==> config.mk <==
export PLATFORM = sky130hd
export DESIGN_NAME = instr_encoder_loader_flat
export DESIGN_NICKNAME = d
export VERILOG_FILES = /design/src/rtl/instr_encoder_loader_if.sv /design/src/rtl/instr_encoder_loader.sv /design/src/flat_wrapper.sv
export SDC_FILE = /design/constraint.sdc
export NUM_CORES = 1
export LEC_CHECK = 0
export CORE_MARGIN = 4
export CORE_UTILIZATION = 50
export DETAILED_ROUTE_END_ITERATION = 8
export GPL_TIMING_DRIVEN = 0
export PLACE_DENSITY_LB_ADDON = 0.12
export SLEW_MARGIN = 0
export SYNTH_ARGS = -nofsm -noshare
export SYNTH_HDL_FRONTEND = slang
export SYNTH_SLANG_ARGS = --single-unit
==> constraint.sdc <==
create_clock -name clk -period 4.7 [get_ports clk]
set_input_delay 0.94 -clock clk [delete_from_list [all_inputs] [get_ports clk]]
set_output_delay 0.94 -clock clk [all_outputs]
set_load 0.01 [all_outputs]
==> src/rtl/instr_encoder_loader_if.sv <==
// Field-set input channel and instruction-memory write channel of the encoder/loader.
// in_valid/in_ready: a field set transfers on every rising edge where both are high;
// in_ready never depends on in_valid. mem_we is held with mem_addr/mem_wdata until an edge with mem_ack=1.
interface instr_encoder_loader_if #(
  parameter int ADDR_W = 8
);
  logic              in_valid;
  logic              in_ready;
  logic [2:0]        op_code;
  logic [4:0]        addr;
  logic [7:0]        x;
  logic [7:0]        y;
  logic              mem_we;
  logic [ADDR_W-1:0] mem_addr;
  logic [23:0]       mem_wdata;
  logic              mem_ack;

  modport master (
    output in_valid, op_code, addr, x, y, mem_ack,
    input  in_ready, mem_we, mem_addr, mem_wdata
  );

  modport slave (
    input  in_valid, op_code, addr, x, y, mem_ack,
    output in_ready, mem_we, mem_addr, mem_wdata
  );
endinterface

==> src/rtl/instr_encoder_loader.sv <==
// Packs op/addr/x/y field sets into 24-bit words, buffers them in a small FIFO and
// writes them to consecutive instruction-memory addresses until the memory is full.
module instr_encoder_loader #(
  parameter int FIFO_DEPTH = 4,
  parameter int ADDR_W     = 8
) (
  input  logic                           clk,
  input  logic                           rst_n,
  input  logic                           clr,
  instr_encoder_loader_if.slave          bus,
  output logic [ADDR_W:0]                prog_len,
  output logic                           mem_full,
  output logic [1:0]                     state_dbg,
  output logic [$clog2(FIFO_DEPTH):0]    fifo_count
);

  localparam int PTR_W = $clog2(FIFO_DEPTH);
  localparam int CNT_W = PTR_W + 1;

  typedef enum logic [1:0] {
    IDLE  = 2'd0,
    WRITE = 2'd1,
    FULL  = 2'd2
  } state_t;

  state_t            state;
  logic [ADDR_W-1:0] wr_ptr;

  logic [23:0]       fifo_mem [FIFO_DEPTH];
  logic [PTR_W-1:0]  head;
  logic [PTR_W-1:0]  tail;
  logic [CNT_W-1:0]  count;

  logic [23:0]       packed_word;
  logic              push;
  logic              pop;
  logic              last_ack;

  assign packed_word  = {bus.op_code, bus.addr, bus.x, bus.y};
  assign bus.in_ready = (count < CNT_W'(FIFO_DEPTH)) && (state != FULL) && !clr;
  assign push         = bus.in_valid && bus.in_ready;
  assign pop          = (state == IDLE) && (count != '0);
  // Acknowledge of the write to the top address: memory becomes full on this edge.
  assign last_ack     = (state == WRITE) && bus.mem_ack && (wr_ptr == '1);

  assign state_dbg  = state;
  assign fifo_count = count;

  always_ff @(posedge clk) begin
    if (push) begin
      fifo_mem[tail] <= packed_word;
    end
  end

  // Buffer pointers; a clear or entry into FULL discards everything still queued.
  always_ff @(posedge clk or negedge rst_n) begin
    if (!rst_n) begin
      head  <= '0;
      tail  <= '0;
      count <= '0;
    end else if (clr || last_ack) begin
      head  <= '0;
      tail  <= '0;
      count <= '0;
    end else begin
      if (push) begin
        tail <= tail + 1'b1;
      end
      if (pop) begin
        head <= head + 1'b1;
      end
      case ({push, pop})
        2'b10:   count <= count + 1'b1;
        2'b01:   count <= count - 1'b1;
        default: count <= count;
      endcase
    end
  end

  always_ff @(posedge clk or negedge rst_n) begin
    if (!rst_n) begin
      state         <= IDLE;
      wr_ptr        <= '0;
      prog_len      <= '0;
      mem_full      <= 1'b0;
      bus.mem_we    <= 1'b0;
      bus.mem_addr  <= '0;
      bus.mem_wdata <= '0;
    end else if (clr) begin
      state      <= IDLE;
      wr_ptr     <= '0;
      prog_len   <= '0;
      mem_full   <= 1'b0;
      bus.mem_we <= 1'b0;
    end else begin
      case (state)
        IDLE: begin
          if (count != '0) begin
            bus.mem_wdata <= fifo_mem[head];
            bus.mem_addr  <= wr_ptr;
            bus.mem_we    <= 1'b1;
            state         <= WRITE;
          end
        end
        WRITE: begin
          if (bus.mem_ack) begin
            bus.mem_we <= 1'b0;
            prog_len   <= prog_len + 1'b1;
            // The pointer stays on the top address instead of wrapping.
            if (wr_ptr == '1) begin
              mem_full <= 1'b1;
              state    <= FULL;
            end else begin
              wr_ptr <= wr_ptr + 1'b1;
              state  <= IDLE;
            end
          end
        end
        FULL: begin
          bus.mem_we <= 1'b0;
          mem_full   <= 1'b1;
        end
        default: begin
          bus.mem_we <= 1'b0;
          state      <= IDLE;
        end
      endcase
    end
  end

endmodule
==> src/flat_wrapper.sv <==
// flat-port wrapper written by rule: the top's interface ports become plain ports
module instr_encoder_loader_flat 
#(
  parameter int FIFO_DEPTH = 4,
  parameter int ADDR_W     = 8
)
  (clk, rst_n, clr, prog_len, mem_full, state_dbg, fifo_count, bus_in_valid, bus_op_code, bus_addr, bus_x, bus_y, bus_mem_ack, bus_in_ready, bus_mem_we, bus_mem_addr, bus_mem_wdata);
  instr_encoder_loader_if #(.ADDR_W(ADDR_W)) bus_i ();
  input  logic clk;
  input  logic rst_n;
  input  logic clr;
  output logic [ADDR_W:0] prog_len;
  output logic mem_full;
  output logic [1:0] state_dbg;
  output logic [$clog2(FIFO_DEPTH):0] fifo_count;
  input wire logic [$bits(bus_i.in_valid)-1:0] bus_in_valid;
  input wire logic [$bits(bus_i.op_code)-1:0] bus_op_code;
  input wire logic [$bits(bus_i.addr)-1:0] bus_addr;
  input wire logic [$bits(bus_i.x)-1:0] bus_x;
  input wire logic [$bits(bus_i.y)-1:0] bus_y;
  input wire logic [$bits(bus_i.mem_ack)-1:0] bus_mem_ack;
  output wire logic [$bits(bus_i.in_ready)-1:0] bus_in_ready;
  output wire logic [$bits(bus_i.mem_we)-1:0] bus_mem_we;
  output wire logic [$bits(bus_i.mem_addr)-1:0] bus_mem_addr;
  output wire logic [$bits(bus_i.mem_wdata)-1:0] bus_mem_wdata;
  assign bus_i.in_valid = bus_in_valid;
  assign bus_i.op_code = bus_op_code;
  assign bus_i.addr = bus_addr;
  assign bus_i.x = bus_x;
  assign bus_i.y = bus_y;
  assign bus_i.mem_ack = bus_mem_ack;
  assign bus_in_ready = bus_i.in_ready;
  assign bus_mem_we = bus_i.mem_we;
  assign bus_mem_addr = bus_i.mem_addr;
  assign bus_mem_wdata = bus_i.mem_wdata;
  instr_encoder_loader #(.FIFO_DEPTH(FIFO_DEPTH), .ADDR_W(ADDR_W)) u_core (.clk(clk), .rst_n(rst_n), .clr(clr), .bus(bus_i), .prog_len(prog_len), .mem_full(mem_full), .state_dbg(state_dbg), .fifo_count(fifo_count));
endmodule
# --- After elaboration in Yosys (flattened, before gate mapping) ---
# Memories as Yosys holds them, arrays and structs flattened. A register that Yosys moved wholly into a read port is not among the register bits.
# Index checks and enable logic that the tools add are counted.
totals:
  ff_bits: 36
  latchBits: 0
  mem_bits_rw: 96
  rom_bits: 0
  inputBits: 29
  output_inout_bits: 49
  elab_cells: 80
  mem_count: 1
op_classes:
  add_sub_neg: 6
  mul: 0
  div: 0
  n_lt_le_gt_ge: 1
  eq_ne: 11
  n_shift: 0
  muxes: 28
  bitwise: 1
  n_reduce_logical: 23
mem_list:
  columns: ["memory", "depth", "width", "read_ports", "rd_clocked_by_memory_dff", "write_ports", "line", "rtl"]
  rows:
  - ["u_core.fifo_mem", 4, 24, 1, 1, 1, "instr_encoder_loader.sv:29", "logic [23:0] fifo_mem [FIFO_DEPTH];"]
ops:
  columns: ["op", "count"]
  rows:
  - ["8-bit 2-to-1 mux", 4]
  - ["9-bit 2-to-1 mux", 3]
  - ["2-bit 2-to-1 mux", 8]
  - ["3-bit AND reduction", 4]
  - ["9-bit by 1-bit adder with 9-bit output (second input constant)", 1]
  - ["3-bit inequality test (second input constant)", 3]
  - ["3-bit nonzero test", 3]
  - ["8-bit by 1-bit adder with 8-bit output (second input constant)", 1]
  - ["8-bit == test (second input constant)", 1]
  - ["1-bit 2-to-1 mux", 8]
  - ["2-bit nonzero test", 4]
  - ["1-bit logical AND", 6]
  - ["2-bit inequality test (second input constant)", 3]
  - ["2-bit one-hot mux with 3 select lines", 1]
  - ["3-bit one-hot mux with 2 select lines", 1]
  - ["2-bit by 1-bit adder with 2-bit output (second input constant)", 2]
  - ["2-bit by 1-bit == test with 1-bit output (second input constant)", 2]
  - ["2-bit == test (second input constant)", 2]
  - ["1-bit one-hot mux with 2 select lines", 2]
  - ["2-bit AND reduction", 2]
  - ["3-bit by 1-bit adder with 3-bit output (second input constant)", 1]
  - ["3-bit < comparator (second input constant)", 1]
  - ["3-bit 2-to-1 mux", 1]
  - ["3-bit by 1-bit subtractor with 3-bit output (second input constant)", 1]
  - ["other kinds (4)", 5]

# --- Longest topological paths before layout ---
logic_depth:
  ltp_word: 7
  depth_mapped: 10
  depth_no_buf: 9

# --- Least setup slack after synthesis ---
# OpenSTA, ideal clock, no wires.
synth_timing:
  kind: "input to register"
  startpoint: "input port clr"
  endpoint: "register u_core.count[2], in the netlist u_core.fifo_count[2]"
  setup_ps: 123
  arrival_ps: 2557
  t_required_ps: 4577
  setup_slack_ps: 2019
  stages: 9
  n_path_buf: 1
  cell_sequence: "buf_2 > nor4b_4 > inv_1 > ha_1 > fa_1 > xnor2_1 > nor2_1 > xnor2_1 > nor2_1"
synth_via:
  elab_chain_len: 6
  elab_cells_between_ends: 9
  cone_classes: "2 x eq/ne; 2 x mux; 5 x reduce/logical"
synth_lines:
  columns: ["item", "line", "rtl"]
  rows:
  - ["start: declaration", "flat_wrapper.sv:11", "input logic clr;"]
  - ["1-bit zero test", "instr_encoder_loader.sv:40", "assign bus.in_ready = (count < CNT_W'(FIFO_DEPTH)) && (state != FULL) && !clr;"]
  - ["1-bit logical AND", "instr_encoder_loader.sv:40", null]
  - ["1-bit logical AND", "instr_encoder_loader.sv:41", "assign push = bus.in_valid && bus.in_ready;"]
  - ["2-bit by 1-bit == test with 1-bit output / 2-bit == test (equally long branches)", "instr_encoder_loader.sv:72", "case ({push, pop})"]
  - ["3-bit one-hot mux with 2 select lines", "instr_encoder_loader.sv:72", null]
  - ["3-bit 2-to-1 mux", "instr_encoder_loader.sv:61", "end else if (clr || last_ack) begin"]
  - ["end signal: assignment", "instr_encoder_loader.sv:73", "2'b10: count <= count + 1'b1;"]
  - ["end signal: assignment", "instr_encoder_loader.sv:74", "2'b01: count <= count - 1'b1;"]
  - ["end signal: assignment", "instr_encoder_loader.sv:75", "default: count <= count;"]
  - ["end: declaration", "instr_encoder_loader.sv:32", "logic [CNT_W-1:0] count;"]
# Parallel ways exist; a longest one is shown, timed or not.
# A chain may end at the register's enable or synchronous reset.

# --- Worst setup path after layout ---
layout_timing:
  startpoint: "input port clr"
  endpoint: "output port bus_in_ready"
layout_via:
  elab_chain_len: 2
layout_lines:
  columns: ["item", "line", "rtl"]
  rows:
  - ["1-bit zero test", "instr_encoder_loader.sv:40", null]
  - ["1-bit logical AND", "instr_encoder_loader.sv:40", null]
  - ["end: declaration", "flat_wrapper.sv:22", "output wire logic [$bits(bus_i.in_ready)-1:0] bus_in_ready;"]
# No other way between the ends.

==> flow_summary.toml <==
[status]
status = "finished, final reports clean"

[clocking]
cts_tree = "yes"
hold_buffers = 0
cts_resized = 0
post_cts_buffers = 0
ctsRootBufferMaster = "clkbuf_16"
cts_sinks = 156
clk_latency_ns = 0.42
cts_inserted_buffers = 17
cts_max_level = 4
clk_pin_slew_ns = 0.05
cts_buffer_depth = 2

[logic_synthesis]
synthFlopType = "edfxtp_1"
yosysMostFrequentCell = "edfxtp_1"
async_reset_ff_share_pct = 38.5
synthTopCellsByCount = "96 x edfxtp_1, 60 x dfrtp_1, 28 x mux2_2, 26 x nor2_1, 20 x mux4_2"
postSynthCellCount = 337
synth_area_leaders = "edfxtp_1 47%, dfrtp_1 24%, mux4_2 7.3%, mux2_2 5.1%, mux4_1 1.7%"
ys_ff_latch = 156
synth_edf_count = 96
syn_nets = 374
ys_seq_area_share_pct = 71.0
yosysTopAreaCellShare_pct = 46.7
syn-cell-area_mm2 = 0.00618
yosysWarnings = 0
synth_top_area_cell = "edfxtp_1"
syn_avg_cell_area_um2 = 18.3
yosysUniqueCellTypes = 43

[die]
die_area_mm2 = 0.0142
die_h_um = 119
fp.dieW_um = 119
rows = 40
io_pins = 78
start_util_pct = 51.2
core_area_mm2 = 0.0121

[grt]
grt_remaining_overflow = 0
track_usage_pct = 16.7
antenna_found_initial = 0
grt_max_degree = 61
grt_pass1_wl_um = 18000
first_global_vias = 3439

[finish]
multi_input_area_mm2 = 0.00167
fin_cells = 613
ff_latch_area_mm2 = 0.00438
n_antenna_cell = 0
fin_nets = 469
fillers = 869
syn_to_final_growth_pct = 25.8
drive_gt1_share_pct = 20.4

[setup_path]
critical_path.endpoint_type = "output port"
startpoint_type = "primary input"
reg2reg_from = "u_core.state_dbg[1]"
worstPathRequired_ns = 3.76
critPathLaunch = "clr"
crit_fanout = 10
critPathKind = "in2out"
arrival_ns = 2.18

[power_and_ir_drop]
p_int_mw = 3.18
sw_frac_of_total_pct = 24.4
p_leak_nw = 2.85
combinationalPowerShare_pct = 24.5
vdd_drop_max_uv = 280
pwr-share-seq_pct = 41.7
clockPowerShare_pct = 33.9
power_switching_mw = 1.03
p_per_area_mw_per_mm2 = 542

[timing]
rsz0062_at_grt = "false"
tns_ns = 0
slew_headroom_pct = 10.9
worstMarginPinSlew_ns = 1.34
timing.final.crit_share_pct = 66.5
finalSetupViolCount = 0
min_period_ns = 3.12
fmax_mhz = 320
hold_violations = 0
drv_slew = 0
finalClockSkew_ns = 0.0105

[routing]
drc = 0
wl_per_cell_um = 17.6
routed_wl_um = 10800
vias = 3251
avgViaCountPerCell = 5.30
ant_nets = 0
first_iter_violations = 144
first_pass_iters = 4

[placement]
place_inst = 581
place_congestion = 0.820
hpwl_um = 6840
port_buffers = 76

[worst_hold_path]
hold_path_class = "reg2reg"
worstHoldStart = "u_core.bus.mem_wdata[12]"

[flow_run]
cap_violations = 0
## cell families after synthesis
kind of cell,synth area share (%)
AO/OA/AOI/OAI,1.50
flip-flops,71.0
multiplexers,15.6
AND/OR/NAND/NOR,5.71
XOR/XNOR,2.55
buffers and inverters,1.94
adder cells (fa/ha/maj),1.74
## per-layer routing
metal | GRT usage [%] | routed length, µm | up-vias
met5 | 0 | 0 | -
met4 | 7.17 | 191 | 0
met3 | 5.37 | 586 | 17
met2 | 26.6 | 5350 | 84
met1 | 21.3 | 4680 | 1660
li1 | - | - | 1490
## metrics by stage
step	hold WS [ns]	power, mW	instance area (µm²)	worst slack [ns]	utilization, %
after floorplan	0.507	2.38	6180	2.02	-
after CTS	0.505	4.27	7770	1.55	64.4
final	0.498	4.21	7770	1.58	64.4
after global routing	0.519	4.43	7770	1.50	64.4
after global placement	0.471	2.81	7150	0.502	59.3
after detailed placement	0.493	2.83	7150	1.29	59.3
## power groups by stage
stage,logic [mW],registers (mW),clock network (mW)
floorplan,0.567,1.82,0
global placement,1.03,1.78,0
detailed placement,1.05,1.78,0
CTS,1.06,1.76,1.45
global route,1.13,1.78,1.52
finish,1.03,1.75,1.43
## cell type report
cell class | instances | area share (%)
multi-input cells | 163 | 21.5
clock buffers | 25 | 6.25
inverters | 4 | 0.193
clock inverters | 7 | 1.77
plain buffers | 14 | 1.35
well taps | 168 | 2.71
flip-flops and latches | 156 | 56.4
repair buffers | 76 | 9.76
## layout by cell type (no fill, tap or decap), types with 5 or more instances in the layout
cell / instances
clkbuf_1: 8
ha_1: 7
mux4_2: 20
mux2_2: 28
nand4_1: 5
nor3_1: 5
xor2_1: 10
edfxtp_1: 96
clkbuf_16: 17
clkdlybuf4s50_1: 75
xnor2_1: 8
a21oi_1: 5
dfrtp_1: 60
buf_6: 6
nor2_1: 26
nand2_1: 5
## worst max-delay path: stages
cell             delay [ns]
buf_2                  0.17
clkbuf_1               0.26
nor3_1                 0.25
clkdlybuf4s50_1        0.56
## worst paths after layout
path | cells past startpoint | to | slack (ns)
setup / recovery | 4 | bus_in_ready | 1.58
hold / removal | 1 | u_core.bus.mem_wdata[12] | 0.50
setup reg to reg | 3 | u_core.fifo_mem[3][20] | 2.05
hold reg to reg | 1 | u_core.bus.mem_wdata[12] | 0.50
max in group asynchronous | 1 | u_core.fifo_count[0] | 3.53
min in group asynchronous | 1 | u_core.bus.mem_addr[4] | 0.61
## flip-flops by register name (all words and copies together), names as in the netlist
register,cells
u_core.fifo_mem,96
u_core.bus.mem_wdata,24
u_core.prog_len,9
u_core.bus.mem_addr,8
u_core.wr_ptr,8
u_core.fifo_count,3
u_core.head,2
u_core.state_dbg,2
u_core.tail,2
u_core.bus.mem_we,1
u_core.mem_full,1
Power figures use the tool's default switching activity.
